**src/rtl/uart_pkg.sv**
```systemverilog
// Shared definitions for the MMIO UART: bit-sequencer states, the MMIO window
// addresses and the word returned when a load finds the RX queue empty.
package uart_pkg;

    typedef enum logic [1:0] {
        IDLE  = 2'd0,
        START = 2'd1,
        DATA  = 2'd2,
        STOP  = 2'd3
    } uart_state_e;

    localparam logic [31:0] UART_TX_ADDR  = 32'h0000_0400;
    localparam logic [31:0] UART_RX_ADDR  = 32'h0000_0404;
    localparam logic [31:0] RX_EMPTY_WORD = 32'hFFFF_FFFF;

endpackage

```
**src/rtl/uart_mmio_ctrl_sync_fifo.sv**
```systemverilog
// Synchronous FIFO with a combinational head output. A push into a full FIFO
// and a pop from an empty FIFO are both ignored.
module sync_fifo #(
    parameter int WIDTH = 8,
    parameter int DEPTH = 16
) (
    input  logic             clk,
    input  logic             rst_n,
    input  logic             push,
    input  logic             pop,
    input  logic [WIDTH-1:0] din,
    output logic [WIDTH-1:0] dout,
    output logic             full,
    output logic             empty
);
    localparam int AW = $clog2(DEPTH);

    logic [WIDTH-1:0] mem_q [DEPTH];
    logic [AW-1:0]    wr_ptr_q;
    logic [AW-1:0]    rd_ptr_q;
    logic [AW:0]      count_q;
    logic             push_ok_s;
    logic             pop_ok_s;

    assign full      = (count_q == (AW+1)'(DEPTH));
    assign empty     = (count_q == '0);
    assign push_ok_s = push & ~full;
    assign pop_ok_s  = pop & ~empty;
    assign dout      = mem_q[rd_ptr_q];

    // Pointer and occupancy registers; pointers wrap naturally at DEPTH.
    always_ff @(posedge clk) begin
        if (!rst_n) begin
            wr_ptr_q <= '0;
            rd_ptr_q <= '0;
            count_q  <= '0;
        end else begin
            if (push_ok_s) wr_ptr_q <= wr_ptr_q + AW'(1);
            if (pop_ok_s)  rd_ptr_q <= rd_ptr_q + AW'(1);
            count_q <= count_q + (AW+1)'(push_ok_s) - (AW+1)'(pop_ok_s);
        end
    end

    // Storage array; contents are don't-care until written.
    always_ff @(posedge clk) begin
        if (push_ok_s) mem_q[wr_ptr_q] <= din;
    end

endmodule

```
**src/rtl/uart_mmio_ctrl.sv**
```systemverilog
// MMIO UART engine: TX/RX FIFOs, baud counters and bit-sequencing FSMs.
// Define UART_LOOPBACK_EN to feed the receiver from the internal transmitter.
module uart_mmio_ctrl
    import uart_pkg::*;
#(
    parameter int CLKS_PER_BIT = 434,
    parameter int FIFO_DEPTH   = 16
) (
    input  logic        clk,
    input  logic        rst_n,
    input  logic        send_req,
    input  logic [7:0]  tx_byte,
    input  logic        rd_en,
    output logic [31:0] rd_data,
    input  logic        uart_rx,
    output logic        uart_tx,
    output logic        tx_busy,
    output logic        tx_overflow,
    output logic        rx_overflow,
    output logic        rx_frame_err
);
    localparam int CW = $clog2(CLKS_PER_BIT);
    localparam logic [CW-1:0] BIT_LAST = CW'(CLKS_PER_BIT - 1);
    localparam logic [CW-1:0] BIT_HALF = CW'(CLKS_PER_BIT / 2);

    uart_state_e tx_state_q, tx_state_d, rx_state_q, rx_state_d;
    logic [CW-1:0] tx_cnt_q, tx_cnt_d, rx_cnt_q, rx_cnt_d;
    logic [2:0]    tx_bit_q, tx_bit_d, rx_bit_q, rx_bit_d;
    logic [7:0]    tx_shift_q, tx_shift_d, rx_shift_q, rx_shift_d;
    logic          uart_tx_q, uart_tx_d;
    logic          tx_ovf_q, tx_ovf_d, rx_ovf_q, rx_ovf_d, rx_ferr_q, rx_ferr_d;
    logic          rx_meta_q, rx_sync_q, rx_src_s;
    logic          tx_pop_s, tx_full_s, tx_empty_s, rx_push_s, rx_full_s, rx_empty_s;
    logic [7:0]    tx_dout_s, rx_dout_s;

`ifdef UART_LOOPBACK_EN
    logic unused_uart_rx_s;
    assign unused_uart_rx_s = uart_rx;
    assign rx_src_s         = uart_tx_q;
`else
    assign rx_src_s = uart_rx;
`endif

    sync_fifo #(.WIDTH(8), .DEPTH(FIFO_DEPTH)) u_tx_fifo (
        .clk(clk), .rst_n(rst_n), .push(send_req), .pop(tx_pop_s),
        .din(tx_byte), .dout(tx_dout_s), .full(tx_full_s), .empty(tx_empty_s)
    );

    sync_fifo #(.WIDTH(8), .DEPTH(FIFO_DEPTH)) u_rx_fifo (
        .clk(clk), .rst_n(rst_n), .push(rx_push_s), .pop(rd_en),
        .din(rx_shift_q), .dout(rx_dout_s), .full(rx_full_s), .empty(rx_empty_s)
    );

    assign rd_data      = rx_empty_s ? RX_EMPTY_WORD : {24'h00_0000, rx_dout_s};
    assign uart_tx      = uart_tx_q;
    assign tx_busy      = ~tx_empty_s | (tx_state_q != IDLE);
    assign tx_overflow  = tx_ovf_q;
    assign rx_overflow  = rx_ovf_q;
    assign rx_frame_err = rx_ferr_q;

    // TX sequencer: the line level for the next cycle is decided here so uart_tx is a flop.
    always_comb begin
        tx_state_d = tx_state_q;
        tx_cnt_d   = tx_cnt_q + CW'(1);
        tx_bit_d   = tx_bit_q;
        tx_shift_d = tx_shift_q;
        uart_tx_d  = uart_tx_q;
        tx_pop_s   = 1'b0;
        tx_ovf_d   = tx_ovf_q | (send_req & tx_full_s);
        case (tx_state_q)
            IDLE: begin
                tx_cnt_d  = '0;
                uart_tx_d = 1'b1;
                if (!tx_empty_s) begin
                    tx_state_d = START;
                    tx_pop_s   = 1'b1;
                    tx_shift_d = tx_dout_s;
                    uart_tx_d  = 1'b0;
                end else begin
                    tx_state_d = IDLE;
                end
            end
            START: begin
                if (tx_cnt_q == BIT_LAST) begin
                    tx_state_d = DATA;
                    tx_cnt_d   = '0;
                    tx_bit_d   = 3'd0;
                    uart_tx_d  = tx_shift_q[0];
                end else begin
                    tx_state_d = START;
                end
            end
            DATA: begin
                if (tx_cnt_q == BIT_LAST) begin
                    tx_cnt_d = '0;
                    if (tx_bit_q == 3'd7) begin
                        tx_state_d = STOP;
                        uart_tx_d  = 1'b1;
                    end else begin
                        tx_bit_d   = tx_bit_q + 3'd1;
                        tx_shift_d = {1'b0, tx_shift_q[7:1]};
                        uart_tx_d  = tx_shift_q[1];
                    end
                end else begin
                    tx_state_d = DATA;
                end
            end
            STOP: begin
                if (tx_cnt_q == BIT_LAST) begin
                    tx_cnt_d = '0;
                    // Chain straight into the next frame so back-to-back bytes have no idle gap.
                    if (!tx_empty_s) begin
                        tx_state_d = START;
                        tx_pop_s   = 1'b1;
                        tx_shift_d = tx_dout_s;
                        uart_tx_d  = 1'b0;
                    end else begin
                        tx_state_d = IDLE;
                    end
                end else begin
                    tx_state_d = STOP;
                end
            end
            default: begin
                tx_state_d = IDLE;
                tx_cnt_d   = '0;
                uart_tx_d  = 1'b1;
            end
        endcase
    end

    // RX sequencer: start bit is confirmed at half a bit, later bits sampled one bit apart.
    always_comb begin
        rx_state_d = rx_state_q;
        rx_cnt_d   = rx_cnt_q + CW'(1);
        rx_bit_d   = rx_bit_q;
        rx_shift_d = rx_shift_q;
        rx_push_s  = 1'b0;
        rx_ovf_d   = rx_ovf_q;
        rx_ferr_d  = rx_ferr_q;
        case (rx_state_q)
            IDLE: begin
                rx_cnt_d = '0;
                if (!rx_sync_q) rx_state_d = START;
                else            rx_state_d = IDLE;
            end
            START: begin
                if (rx_cnt_q == BIT_HALF) begin
                    rx_cnt_d   = '0;
                    rx_bit_d   = 3'd0;
                    rx_state_d = rx_sync_q ? IDLE : DATA;
                end else begin
                    rx_state_d = START;
                end
            end
            DATA: begin
                if (rx_cnt_q == BIT_LAST) begin
                    rx_cnt_d   = '0;
                    rx_shift_d = {rx_sync_q, rx_shift_q[7:1]};
                    rx_bit_d   = rx_bit_q + 3'd1;
                    if (rx_bit_q == 3'd7) rx_state_d = STOP;
                    else                  rx_state_d = DATA;
                end else begin
                    rx_state_d = DATA;
                end
            end
            STOP: begin
                if (rx_cnt_q == BIT_LAST) begin
                    rx_cnt_d   = '0;
                    rx_state_d = IDLE;
                    if (!rx_sync_q)     rx_ferr_d = 1'b1;
                    else if (rx_full_s) rx_ovf_d  = 1'b1;
                    else                rx_push_s = 1'b1;
                end else begin
                    rx_state_d = STOP;
                end
            end
            default: begin
                rx_state_d = IDLE;
                rx_cnt_d   = '0;
            end
        endcase
    end

    // State, counter, synchronizer and sticky-flag registers.
    always_ff @(posedge clk) begin
        if (!rst_n) begin
            tx_state_q <= IDLE;
            tx_cnt_q   <= '0;
            tx_bit_q   <= 3'd0;
            tx_shift_q <= 8'h00;
            uart_tx_q  <= 1'b1;
            tx_ovf_q   <= 1'b0;
            rx_state_q <= IDLE;
            rx_cnt_q   <= '0;
            rx_bit_q   <= 3'd0;
            rx_shift_q <= 8'h00;
            rx_ovf_q   <= 1'b0;
            rx_ferr_q  <= 1'b0;
            rx_meta_q  <= 1'b1;
            rx_sync_q  <= 1'b1;
        end else begin
            tx_state_q <= tx_state_d;
            tx_cnt_q   <= tx_cnt_d;
            tx_bit_q   <= tx_bit_d;
            tx_shift_q <= tx_shift_d;
            uart_tx_q  <= uart_tx_d;
            tx_ovf_q   <= tx_ovf_d;
            rx_state_q <= rx_state_d;
            rx_cnt_q   <= rx_cnt_d;
            rx_bit_q   <= rx_bit_d;
            rx_shift_q <= rx_shift_d;
            rx_ovf_q   <= rx_ovf_d;
            rx_ferr_q  <= rx_ferr_d;
            rx_meta_q  <= rx_src_s;
            rx_sync_q  <= rx_meta_q;
        end
    end

endmodule

```
**config.mk**
```make
export PLATFORM = sky130hd
export DESIGN_NAME = uart_mmio_ctrl
export DESIGN_NICKNAME = d
export VERILOG_FILES = /design/src/rtl/uart_pkg.sv /design/src/rtl/uart_mmio_ctrl_sync_fifo.sv /design/src/rtl/uart_mmio_ctrl.sv
export SDC_FILE = /design/constraint.sdc
export NUM_CORES = 1
export LEC_CHECK = 0
export ABC_AREA = 1
export CAP_MARGIN = 0
export CORE_ASPECT_RATIO = 0.8
export CORE_MARGIN = 4
export CORE_UTILIZATION = 62
export CTS_BUF_LIST = sky130_fd_sc_hd__clkbuf_4 sky130_fd_sc_hd__clkbuf_8
export CTS_CLUSTER_DIAMETER = 200
export DETAILED_ROUTE_END_ITERATION = 6
export DONT_BUFFER_PORTS = 1
export HOLD_SLACK_MARGIN = 0.15
export PLACE_DENSITY = 0.81
export SETUP_SLACK_MARGIN = 0.4
export SLEW_MARGIN = 0
export SYNTH_ARGS = -nofsm -noshare
export SYNTH_HDL_FRONTEND = slang
export SYNTH_SLANG_ARGS = --single-unit
export TNS_END_PERCENT = 50
```
**constraint.sdc**
```tcl
create_clock -name clk -period 5.9 [get_ports clk]
set_clock_uncertainty 0.05 [all_clocks]
set_input_delay 0.59 -clock clk [delete_from_list [all_inputs] [get_ports clk]]
set_output_delay 0.59 -clock clk [all_outputs]
set_load 0.005 [all_outputs]
```
==> results.md <==
Final layout:
- The fraction of layout instances using a drive strength above 1 is 8.62%.
- Compared with the post-synthesis result, the final layout area differs by 7.74%.
- Once layout is complete, the utilization of the core stands at 67.7%.
- Leaving out fill and tap cells, the most frequent cells in the layout are sky130_fd_sc_hd__edfxtp_1, sky130_fd_sc_hd__nor2_1, sky130_fd_sc_hd__nand2_1.
- For this run, the post-layout net count is 1469.
- The repair_antennas step left the layout with diodes totalling 0.
- With fillers left out, the area of the finished cells amounts to 15800 um2.
- The number of cells in the finished layout apart from fillers is 1773.
- Leaving out fill and tap cells, the most frequent cell in the layout is sky130_fd_sc_hd__edfxtp_1.

Hold path:
- The type of the tightest min-delay check is primary input to flop.
- The hold-critical path depth is 2.
- The sink of the worst hold path is tx_cnt_q[1]$_SDFF_PP0_.
- The startpoint of the tightest hold check path is rst_n.

Drt:
- The number of DRC markers after the initial detailed-route iteration is 1488.
- Once detail routing completed, the nets flagged for antenna violations numbered 0.
- The number of remaining DRC errors is 0.
- The via count is 10100.
- The first TritonRoute pass finished after 5 iterations.
- The routed design has 31900 um of wire.
- The via count normalized by instance count is 5.71.
- In the final routed layout, each cell accounts on average for 18.0 um.

Synthesis:
- The fraction of the mapped netlist area in compound gates is 8.05%.
- The flip-flop cell with the highest count after synthesis is sky130_fd_sc_hd__edfxtp_1.
- In this run, synthesis inferred 256 flip-flops with an integrated enable.
- Counting every net in the synthesized netlist gives 1488.
- The async set-or-reset flop fraction in the synthesized netlist is 0%.
- The cell count after synthesis came out at 1438.
- The synthesized netlist devotes 17.6% of its cell area to simple gates.
- The portion of synthesized area spent on multiplexers is 0%.
- The sequential cell area fraction in the yosys report is 63.7%.
- After synthesis, the largest family of logic cells by area is simple AND/OR/NAND/NOR gates.
- The warning count from the yosys run is 0.
- After Yosys synthesis, full adders, half adders and majority gates account for 3.25% of the synthesized area.
- The mean instance size in the synthesized netlist is 10.2 um2.
- The count of state elements after synthesis is 340.
- The xor-xnor portion of the synthesized cell area is 0.655%.
- Summing every instance area after synthesis gives 14700 um2.
- The number of distinct library cells after synthesis is 41.

Timing:
- Setup repair after global routing left no endpoint under its margin.
- For the finished layout, the period the worst path requires is 3.60 ns.
- The setup violation total in the final timing report is 0.
- The transition time of the tightest slew-check pin is 1.25 ns.
- The number of hold-slack violations in the final timing report is 0.
- In this run the tightest slew margin relative to its limit is 16.7%.
- Summed over all failing endpoints, the final setup total negative slack is 0 ns.
- The final cycle utilization of the critical path is 61.1%.
- The number of max-slew violations in the final report came to 0.
- The worst slack on hold paths is 0.217 ns.
- Timing would allow up to 278 MHz.

Worst setup path:
- The maximum fanout count along the critical path is 65.
- The critical path data arrival time is 2.96 ns.
- The category of the worst setup path capture point is an output pin.
- The endpoint of the worst-slack reg-to-reg timing path is u_rx_fifo.count_q[4]$_SDFF_PN0_.
- The worst register-to-register path has a setup slack of 2.83 ns.
- The number of cells traversed by the worst register-to-register path is 13.
- The required time of the worst setup path is 5.26 ns.
- The worst flop-to-flop path startpoint is u_rx_fifo.count_q[2]$_SDFF_PN0_.
- The worst setup path is launched from a flop.
- The category of the critical setup timing path is flop to output pin.

Floorplan:
- The number of core rows is 50.
- The chip width is 180 um.
- The initial utilization of the core area, before any placement, comes to 62.8%.
- The die covers 26300 um2.
- From bottom edge to top edge, the die measures 146 um.
- The core region is 23400 um2.
- The number of top-level pins is 50.

Clocking:
- The root buffer cell is sky130_fd_sc_hd__clkbuf_8.
- CTS built an H-tree with a depth of 2.
- The clock latency on the worst-skew pair is 0.59 ns.
- The number of clock buffers added by TritonCTS is 50.
- The longest clock path from root to sink contains 3 buffers.
- The post-CTS resize count is 0.
- TritonCTS built the clock tree.
- After clock tree synthesis, the clock-pin slew on the worst setup and hold paths is 0.06 ns.
- The TritonCTS sink count is 340.

Job:
- The max-cap check violation count is 0.

Global routing:
- The first global-routing pass estimated 50100 um of wire.
- The leftover overflow at the end of global routing is 0.
- The initial antenna violation count was 1.
- The total track usage is 23.7%.
- The via count of the first global-routing pass is 9585.
- Entering global routing, the biggest net connects 72 pins.

Placed design:
- The placed wire-length estimate is 18800 um.
- In this run, placement finished with an instance count of 1669.
- The weighted congestion reported at the end of routability-driven placement is 0.808.
- Input and output buffers added on the ports amount to 0.
- The cell area after placement is 14700 um2.

Run status:
- The run finished with clean final reports.

Power and ir drop:
- In this run the static leakage power is 5.70 nW.
- The highest ir drop seen on vdd is 277 uV.
- The power per cell area is 390 nW/um2.
==> metrics by stage <==
| stage | setup slack (ns) | power [mW] |
|---|---|---|
| finish | 2.30 | 6.18 |
| global route | 2.25 | 6.53 |
| CTS | 2.40 | 6.17 |
| detailed placement | 2.89 | 4.20 |
| global placement | 3.03 | 4.15 |
| floorplan | 3.30 | 4.07 |
==> routing by layer <==
metal	global-route usage, %	wire (um)	up-vias
li1	-	-	4814
met1	35.0	13600	4729
met2	35.3	14200	503
met3	5.45	3410	67
met4	7.41	654	2
met5	0	11	-
==> sequential cells by signal, summed over array words and instances (netlist names), named ones only <==
signal              cells
rx_bit_q                3
rx_cnt_q                9
rx_frame_err            1
rx_meta_q               1
rx_overflow             1
rx_shift_q              8
rx_state_q              2
rx_sync_q               1
tx_bit_q                3
tx_cnt_q                9
tx_overflow             1
tx_shift_q              8
tx_state_q              2
u_rx_fifo.count_q       5
u_rx_fifo.mem_q       128
u_rx_fifo.rd_ptr_q      4
u_rx_fifo.wr_ptr_q      4
u_tx_fifo.count_q       5
u_tx_fifo.mem_q       128
u_tx_fifo.rd_ptr_q      4
u_tx_fifo.wr_ptr_q      4
uart_tx                 1
==> worst max-delay path by stage <==
stage / endpoint / slack, ns / cells past startpoint
CTS: rd_data[2] / 2.40 / 6
global placement: u_rx_fifo.count_q[4]$_SDFF_PN0_ / 3.03 / 13
finish: rd_data[2] / 2.30 / 6
floorplan: u_tx_fifo.count_q[4]$_SDFF_PN0_ / 3.30 / 14
detailed placement: u_rx_fifo.count_q[4]$_SDFF_PN0_ / 2.89 / 13
global route: rd_data[2] / 2.25 / 6
==> layout make-up <==
type / instances / area [um2]
fillers: 1674 / 7550
flip-flops and latches: 340 / 9370
inverters: 141 / 529
repair buffers: 13 / 133
clock inverters: 12 / 63.8
well taps: 312 / 390
multi-input cells: 873 / 4350
clock buffers: 82 / 1000
==> what timing repair did <==
action / 4_1_cts / 5_1_grt
buffers inserted: 0 / 0
hold buffers: 10 / 0
endpoints found under the hold margin: 168 / 0
==> cell usage after synthesis, drive strengths merged, types with 7 or more instances <==
| cell | count | area [um2] |
|---|---|---|
| xor2 | 7 | 61.3 |
| buf | 52 | 335 |
| edfxtp | 256 | 7690 |
| a21oi | 47 | 250 |
| nor3 | 11 | 70.1 |
| nand3 | 121 | 623 |
| inv | 140 | 526 |
| nand2 | 234 | 893 |
| o21ai | 114 | 574 |
| clkbuf | 32 | 120 |
| nor2 | 234 | 896 |
| nand4 | 9 | 62.6 |
| ha | 35 | 438 |
| o211ai | 40 | 300 |
| dfxtp | 84 | 1680 |
==> where the power goes <==
part | total, mW | switching, mW | leakage, nW | internal [mW]
Clock | 1.96 | 0.883 | 0.579 | 1.08
Combinational | 1.43 | 0.996 | 2.40 | 0.433
Sequential | 2.79 | 0.111 | 2.72 | 2.68
==> kinds of logic (layout without fill, tap and decap cells) <==
logic type      after synthesis  after routing
compound gates              209            209
xor+xnor                     11             11
fa+ha+maj                    37             37
buf+inv                     225            248
flops                       340            340
simple gates                616            616
==> worst max-delay path, stage by stage, from the launching register on <==
cell and delay, ns:
sky130_fd_sc_hd__dfxtp_2 0.31, sky130_fd_sc_hd__buf_4 0.50, sky130_fd_sc_hd__inv_2 0.61, sky130_fd_sc_hd__o21ai_0 0.43
sky130_fd_sc_hd__o211ai_1 0.18, sky130_fd_sc_hd__nand3_1 0.15, sky130_fd_sc_hd__nand3_1 0.12
(Power assumes the default switching activity.)
